--- src/rtl/uart_tx_pkg.sv ---
`default_nettype none
// ---------------------------------------------------------------------------
// uart_tx_pkg : shared constants and state encodings for the UART tx scheduler
// Rev 1.0
// ---------------------------------------------------------------------------
package uart_tx_pkg;

  localparam logic [7:0]  SYNC_BYTE      = 8'hAA;
  localparam logic [7:0]  TAG_NONCE      = 8'h01;
  localparam logic [7:0]  TAG_STATUS     = 8'h02;
  localparam int unsigned BUSY_TIMEOUT   = 16;
  localparam int unsigned TIMEOUT_W      = $clog2(BUSY_TIMEOUT);
  localparam int unsigned FRAME_LEN_BASE = 6;
  localparam int unsigned FRAME_LEN_CSUM = 7;

  typedef enum logic [1:0] {
    FRAME_IDLE,
    FRAME_BYTE,
    FRAME_NEXT
  } frame_state_t;

  typedef enum logic [1:0] {
    HS_IDLE,
    HS_STROBE,
    HS_WAIT_START,
    HS_WAIT_DONE
  } hs_state_t;

endpackage
`default_nettype wire

--- src/rtl/uart_tx_scheduler_handshake.sv ---
`default_nettype none
// ---------------------------------------------------------------------------
// uart_byte_handshake : strobes one byte into the UART and tracks its busy flag
// Rev 1.0
// ---------------------------------------------------------------------------
module uart_byte_handshake
  import uart_tx_pkg::*;
(
  input  logic       clock,
  input  logic       reset,
  input  logic       start,
  input  logic [7:0] byte_in,
  input  logic       tx_busy,
  output logic [7:0] tx_din,
  output logic       tx_wr_en,
  output logic       done,
  output logic       timeout
);

  hs_state_t            state, state_next;
  logic [TIMEOUT_W-1:0] wait_cnt;

  always_ff @(posedge clock) begin
    if (reset) begin
      state    <= HS_IDLE;
      tx_din   <= 8'h00;
      wait_cnt <= '0;
    end else begin
      state <= state_next;
      if (state == HS_IDLE && start) begin
        tx_din <= byte_in;
      end
      if (state == HS_STROBE) begin
        wait_cnt <= '0;
      end else if (state == HS_WAIT_START) begin
        wait_cnt <= wait_cnt + TIMEOUT_W'(1);
      end
    end
  end

  always_comb begin
    state_next = state;
    done       = 1'b0;
    timeout    = 1'b0;
    case (state)
      HS_IDLE: begin
        if (start) state_next = HS_STROBE;
      end
      HS_STROBE: begin
        state_next = HS_WAIT_START;
      end
      HS_WAIT_START: begin
        if (tx_busy) begin
          state_next = HS_WAIT_DONE;
        end else if (wait_cnt == TIMEOUT_W'(BUSY_TIMEOUT - 1)) begin
          // Give up on this byte and let the frame move on.
          timeout    = 1'b1;
          done       = 1'b1;
          state_next = HS_IDLE;
        end
      end
      HS_WAIT_DONE: begin
        if (!tx_busy) begin
          done       = 1'b1;
          state_next = HS_IDLE;
        end
      end
      default: state_next = HS_IDLE;
    endcase
  end

  assign tx_wr_en = (state == HS_STROBE);

endmodule
`default_nettype wire

--- src/rtl/uart_tx_scheduler.sv ---
`default_nettype none
// ---------------------------------------------------------------------------
// uart_tx_scheduler : arbitrates nonce/status words into tagged UART frames
// Optional checksum byte: define UART_TX_CHECKSUM_EN.  Rev 1.0
// ---------------------------------------------------------------------------
module uart_tx_scheduler
  import uart_tx_pkg::*;
(
  input  logic        clock,
  input  logic        reset,
  input  logic        nonce_valid,
  input  logic [31:0] nonce_word,
  output logic        nonce_ready,
  input  logic        status_valid,
  input  logic [31:0] status_word,
  output logic        status_ready,
  output logic [7:0]  tx_din,
  output logic        tx_wr_en,
  input  logic        tx_busy,
  output logic        frame_active,
  output logic        timeout_err,
  output logic [15:0] frames_sent
);

`ifdef UART_TX_CHECKSUM_EN
  localparam int unsigned FRAME_LEN = FRAME_LEN_CSUM;
`else
  localparam int unsigned FRAME_LEN = FRAME_LEN_BASE;
`endif
  localparam logic [2:0] LAST_IDX = 3'(FRAME_LEN - 1);

  frame_state_t state, state_next;
  logic [2:0]   byte_idx;
  logic [2:0]   fetch_idx;
  logic [7:0]   frame_tag;
  logic [31:0]  frame_word;
  logic [7:0]   hs_byte;
  logic         accept_nonce, accept_status;
  logic         hs_start, hs_done, hs_timeout;
  logic         last_byte;

  assign last_byte    = (byte_idx == LAST_IDX);
  assign frame_active = (state != FRAME_IDLE);

  always_ff @(posedge clock) begin
    if (reset) state <= FRAME_IDLE;
    else       state <= state_next;
  end

  // Nonce wins a same-cycle tie; a pending status simply waits for the next IDLE.
  always_comb begin
    state_next    = state;
    accept_nonce  = 1'b0;
    accept_status = 1'b0;
    hs_start      = 1'b0;
    case (state)
      FRAME_IDLE: begin
        if (nonce_valid && nonce_ready) begin
          accept_nonce = 1'b1;
          hs_start     = 1'b1;
          state_next   = FRAME_BYTE;
        end else if (status_valid && status_ready) begin
          accept_status = 1'b1;
          hs_start      = 1'b1;
          state_next    = FRAME_BYTE;
        end
      end
      FRAME_BYTE: begin
        if (hs_done) state_next = FRAME_NEXT;
      end
      FRAME_NEXT: begin
        if (last_byte) begin
          state_next = FRAME_IDLE;
        end else begin
          hs_start   = 1'b1;
          state_next = FRAME_BYTE;
        end
      end
      default: state_next = FRAME_IDLE;
    endcase
  end

`ifdef UART_TX_CHECKSUM_EN
  logic [7:0] checksum;
  assign checksum = frame_tag ^ frame_word[31:24] ^ frame_word[23:16]
                  ^ frame_word[15:8] ^ frame_word[7:0];
`endif

  // The byte handed to the handshake is the one about to be strobed.
  always_comb begin
    fetch_idx = (state == FRAME_IDLE) ? 3'd0 : byte_idx + 3'd1;
    case (fetch_idx)
      3'd1:    hs_byte = frame_tag;
      3'd2:    hs_byte = frame_word[31:24];
      3'd3:    hs_byte = frame_word[23:16];
      3'd4:    hs_byte = frame_word[15:8];
      3'd5:    hs_byte = frame_word[7:0];
`ifdef UART_TX_CHECKSUM_EN
      3'd6:    hs_byte = checksum;
`endif
      default: hs_byte = SYNC_BYTE;
    endcase
  end

  always_ff @(posedge clock) begin
    if (reset) begin
      byte_idx     <= 3'd0;
      frame_tag    <= 8'h00;
      frame_word   <= 32'h0;
      nonce_ready  <= 1'b0;
      status_ready <= 1'b0;
      timeout_err  <= 1'b0;
      frames_sent  <= 16'h0;
    end else begin
      nonce_ready  <= (state_next == FRAME_IDLE) && !tx_busy;
      status_ready <= (state_next == FRAME_IDLE) && !tx_busy;
      if (accept_nonce) begin
        frame_tag  <= TAG_NONCE;
        frame_word <= nonce_word;
        byte_idx   <= 3'd0;
      end else if (accept_status) begin
        frame_tag  <= TAG_STATUS;
        frame_word <= status_word;
        byte_idx   <= 3'd0;
      end
      if (state == FRAME_NEXT) begin
        if (last_byte) begin
          byte_idx    <= 3'd0;
          frames_sent <= frames_sent + 16'd1;
        end else begin
          byte_idx <= byte_idx + 3'd1;
        end
      end
      if (hs_timeout) timeout_err <= 1'b1;
    end
  end

  uart_byte_handshake u_handshake (
    .clock    (clock),
    .reset    (reset),
    .start    (hs_start),
    .byte_in  (hs_byte),
    .tx_busy  (tx_busy),
    .tx_din   (tx_din),
    .tx_wr_en (tx_wr_en),
    .done     (hs_done),
    .timeout  (hs_timeout)
  );

endmodule
`default_nettype wire

--- config.mk ---
export PLATFORM = sky130hd
export DESIGN_NAME = uart_tx_scheduler
export DESIGN_NICKNAME = d
export VERILOG_FILES = /design/src/rtl/uart_tx_pkg.sv /design/src/rtl/uart_tx_scheduler_handshake.sv /design/src/rtl/uart_tx_scheduler.sv
export SDC_FILE = /design/constraint.sdc
export NUM_CORES = 1
export LEC_CHECK = 0
export ABC_CLOCK_PERIOD_IN_PS = 2300
export BUFFER_PORTS_ARGS = -buffer_cell sky130_fd_sc_hd__buf_2
export CAP_MARGIN = 20
export CELL_PAD_IN_SITES_DETAIL_PLACEMENT = 1
export CELL_PAD_IN_SITES_GLOBAL_PLACEMENT = 1
export CORE_MARGIN = 8
export CORE_UTILIZATION = 40
export CTS_CLUSTER_SIZE = 14
export DETAILED_ROUTE_END_ITERATION = 8
export PLACE_DENSITY_LB_ADDON = 0.15
export SYNTH_ARGS = -nofsm -noshare
export SYNTH_HDL_FRONTEND = slang
export SYNTH_SLANG_ARGS = --single-unit
--- constraint.sdc ---
create_clock -name clock -period 2.3 [get_ports clock]
set_clock_uncertainty 0.15 [all_clocks]
set_input_delay 0 -clock clock [delete_from_list [all_inputs] [get_ports clock]]
set_output_delay 0 -clock clock [all_outputs]
set_load 0.005 [all_outputs]
==> impl_metrics.json <==
{
  "fp.dieArea_um2": 12800,
  "cts_root_buf": "clkbuf_8",
  "slew_headroom_pct": 63.6,
  "drtIter0Drc": 141,
  "synth_top_family_by_area": "compound AO/OA/AOI/OAI gates",
  "crit_path_end_kind": "flop",
  "maxCapViolCount": 0,
  "synth.distinct_cells": 52,
  "min_path_cells": 3,
  "path_buf_inv": 1,
  "routed_wl_um": 12600,
  "synthArstFlopShare_pct": 0,
  "final_max_slew_viol_count": 0,
  "min_to": "status_ready$_SDFF_PP0_",
  "ant_nets": 0,
  "hold_viol": 0,
  "initial_core_util_pct": 41.0,
  "cts_max_level": 3,
  "synth_xor_area_share_pct": 2.75,
  "tns_ns": 0,
  "drive_gt1_share_pct": 29.9,
  "cts_buffer_depth": 2,
  "drcViolationCount": 0,
  "path_max_fanout": 7,
  "path_cells": "ha_1 -> xnor2_2 -> buf_4 -> nand3b_1 -> a31o_1 -> a311oi_2",
  "ys_ff_latch": 71,
  "pre_cts_ws_ns": 0.254,
  "yosys_warnings": 0,
  "ir_drop_v": 0.000298,
  "gp_congestion": 0.848,
  "ff2ff_path_depth": 6,
  "num_vias": 3786,
  "crit_type": "reg -> reg",
  "firstDrtPassIters": 4,
  "syn_area_per_cell_um2": 9.22,
  "nets": 643,
  "cts_tree": "built",
  "clk_latency_ns": 0.35,
  "numPortBuffers": 97,
  "slowest_stage": "xnor2_2",
  "slowest_delay_ns": 0.40,
  "whs_ns": 0.273,
  "ioPinCount": 98,
  "grt_max_degree": 63,
  "wire_per_inst_um": 18.3,
  "clock_sinks": 71,
  "ys_seq_area_share_pct": 37.7,
  "status": "finished, final reports clean",
  "cp.arrival_ns": 2.24,
  "cp_top_family": "compound AO/OA/AOI/OAI gates",
  "cts_hold_buffers": 68,
  "setup-violations-final": 0,
  "fin_ws_ns": 0.172,
  "die_x_um": 113,
  "fmax_mhz": 470,
  "required_ns": 2.42,
  "area_growth_pct": 40.1,
  "dp.cells": 602,
  "die_y_um": 113,
  "syn_inst": 409,
  "synth_edf_count": 0,
  "via_per_inst": 5.52,
  "syn_nets": 482,
  "hold_path.startpoint": "tx_busy",
  "r2r-end": "u_handshake.tx_din[1]$_SDFFE_PP0P_",
  "cts_buffers": 9,
  "period_needed_ns": 2.13,
  "grt_use_total_pct": 20.4,
  "postCtsResizedCells": 0,
  "p_per_area_nw_per_um2": 560,
  "hold_path_class": "in -> reg",
  "clk_pin_slew_ns": 0.08,
  "r2r_setup_slack_ns": 0.17,
  "synth_area_um2": 3770,
  "grt.overflow.total": 0,
  "final.period_utilization_pct": 92.5,
  "insertedDiodeCount": 0,
  "rows": 35,
  "p_leak_uw": 0.00203,
  "core-area_um2": 9200,
  "synth-adder-area-share_pct": 1.33,
  "grt_pass1_wl_um": 21000,
  "grt_pass1_vias": 4155,
  "synth-compound-area-share_pct": 21.4,
  "r2r-start": "byte_idx[0]$_SDFFE_PP0P_",
  "hpwl_um": 7910,
  "cp-start-kind": "flop",
  "rsz0062_at_grt": "false",
  "synth_simple_gate_area_share_pct": 20.5,
  "cts_setup_buffers": 0,
  "worstMarginPinSlew_ns": 0.543,
  "antenna_found_initial": 0,
  "synthMuxAreaShare_pct": 10.4,
  "instances_no_fill": 686,
  "synth-main-ff-cell": "dfxtp_1"
}
-- power breakdown --
part / internal [uW] / total (uW) / switching (uW) / leakage [uW]
Clock: 668 / 1150 / 487 / 0.000112
Sequential: 1280 / 1330 / 44.6 / 0.000577
Combinational: 244 / 473 / 229 / 0.00134
Total: 2200 / 2960 / 761 / 0.00203
-- layer usage --
layer  wire, um  global-route usage [%]  vias to the layer above
met5          0                       0                        -
met4        310                    7.82                        0
met3        614                    5.48                       30
met2       6670                    37.8                      103
met1       4990                    21.4                     1839
li1           -                       -                     1814
-- flip-flops by register name, summed over array words and instances (netlist names) --
register / count
status_ready: 1
u_handshake.state: 2
timeout_err: 1
frame_word: 32
state: 2
frames_sent: 16
frame_tag: 2
u_handshake.tx_din: 8
byte_idx: 3
u_handshake.wait_cnt: 4
-- area by class of cell --
type                       instances  area (um^2)
clock buffer                      11          151
fill                            1039         3920
timing repair buffer             182         1330
multi-input combinational        297         2120
sequential                        71         1420
clock inverter                     5         80.1
tap                              111          139
inverter                           9         33.8
-- synthesized netlist by cell type, drive strengths merged (3+ instances only) --
cell type | number | area, um^2
and3 | 6 | 42.5
nand2 | 13 | 48.8
nor3 | 8 | 40.0
a21oi | 28 | 140
nor4 | 6 | 37.5
nor3b | 7 | 57.6
nor4b | 4 | 41.3
inv | 9 | 33.8
a311oi | 4 | 60.1
nand4 | 7 | 43.8
mux2i | 39 | 390
nand3 | 8 | 50.1
nor2b | 6 | 37.5
nor2 | 55 | 206
or3 | 4 | 25.0
dfxtp | 71 | 1420
nand2b | 4 | 25.0
a211oi | 31 | 373
clkbuf | 15 | 56.3
nand3b | 4 | 30.0
ha | 4 | 50.1
and2 | 5 | 31.3
buf | 17 | 136
o21ai | 18 | 90.1
xor2 | 9 | 78.8
o2111ai | 3 | 26.3
a22oi | 4 | 30.0
-- cell families (layout without fill, tap and decap cells) --
group,count (synthesis),in the layout
AOI/OAI and AO/OA,99,99
xor gates and xnor gates,11,11
adders and majority gates,4,4
buffers and inverters,41,207
DFF,71,71
muxes,39,39
and+or+nand+nor,144,144
-- cell usage in the layout (no fill, tap or decap), drive strengths merged, types with 2 or more instances in the layout --
cell	instances
a211oi	31
a32oi	2
bufinv	2
a21oi	28
inv	9
and3	6
clkinvlp	2
a311oi	4
ha	4
buf	114
o31ai	2
o2111ai	3
nor2	55
a22oi	4
and2	5
nor4	6
nand3b	4
xor2	9
nor4b	4
nand2	13
nor3b	7
nor2b	6
or2	2
dlygate4sd3	68
or4	2
nand4	7
xnor2	2
nand3	8
nor3	8
clkbuf	11
o22ai	2
nand2b	4
o21ai	18
or3	4
dfxtp	71
mux2i	39
-- metrics by stage --
step	power, uW	utilization [%]	area [um^2]
after floorplan	1590	-	3770
after detailed placement	1720	47.5	4370
after global routing	3080	57.4	5280
after CTS	2970	57.4	5280
after global placement	1710	47.5	4370
final	2960	57.4	5280
-- worst min-delay path, cell delays in order --
cell and delay (ns):
dlygate4sd3_1 0.52, buf_2 0.15, nor4_1 0.06
-- worst max path at each step --
stage | startpoint | endpoint | cells after the start
2_1_floorplan | byte_idx[0]$_SDFFE_PP0P_ | u_handshake.tx_din[1]$_SDFFE_PP0P_ | 5
3_3_place_gp | state[1]$_SDFF_PP0_ | frame_word[11]$_SDFFE_PP0P_ | 5
3_5_place_dp | byte_idx[0]$_SDFFE_PP0P_ | u_handshake.tx_din[7]$_SDFFE_PP0P_ | 6
4_1_cts | byte_idx[0]$_SDFFE_PP0P_ | u_handshake.tx_din[7]$_SDFFE_PP0P_ | 6
5_1_grt | byte_idx[0]$_SDFFE_PP0P_ | u_handshake.tx_din[7]$_SDFFE_PP0P_ | 7
6_report | byte_idx[0]$_SDFFE_PP0P_ | u_handshake.tx_din[1]$_SDFFE_PP0P_ | 6
(Power assumes the default switching activity.)
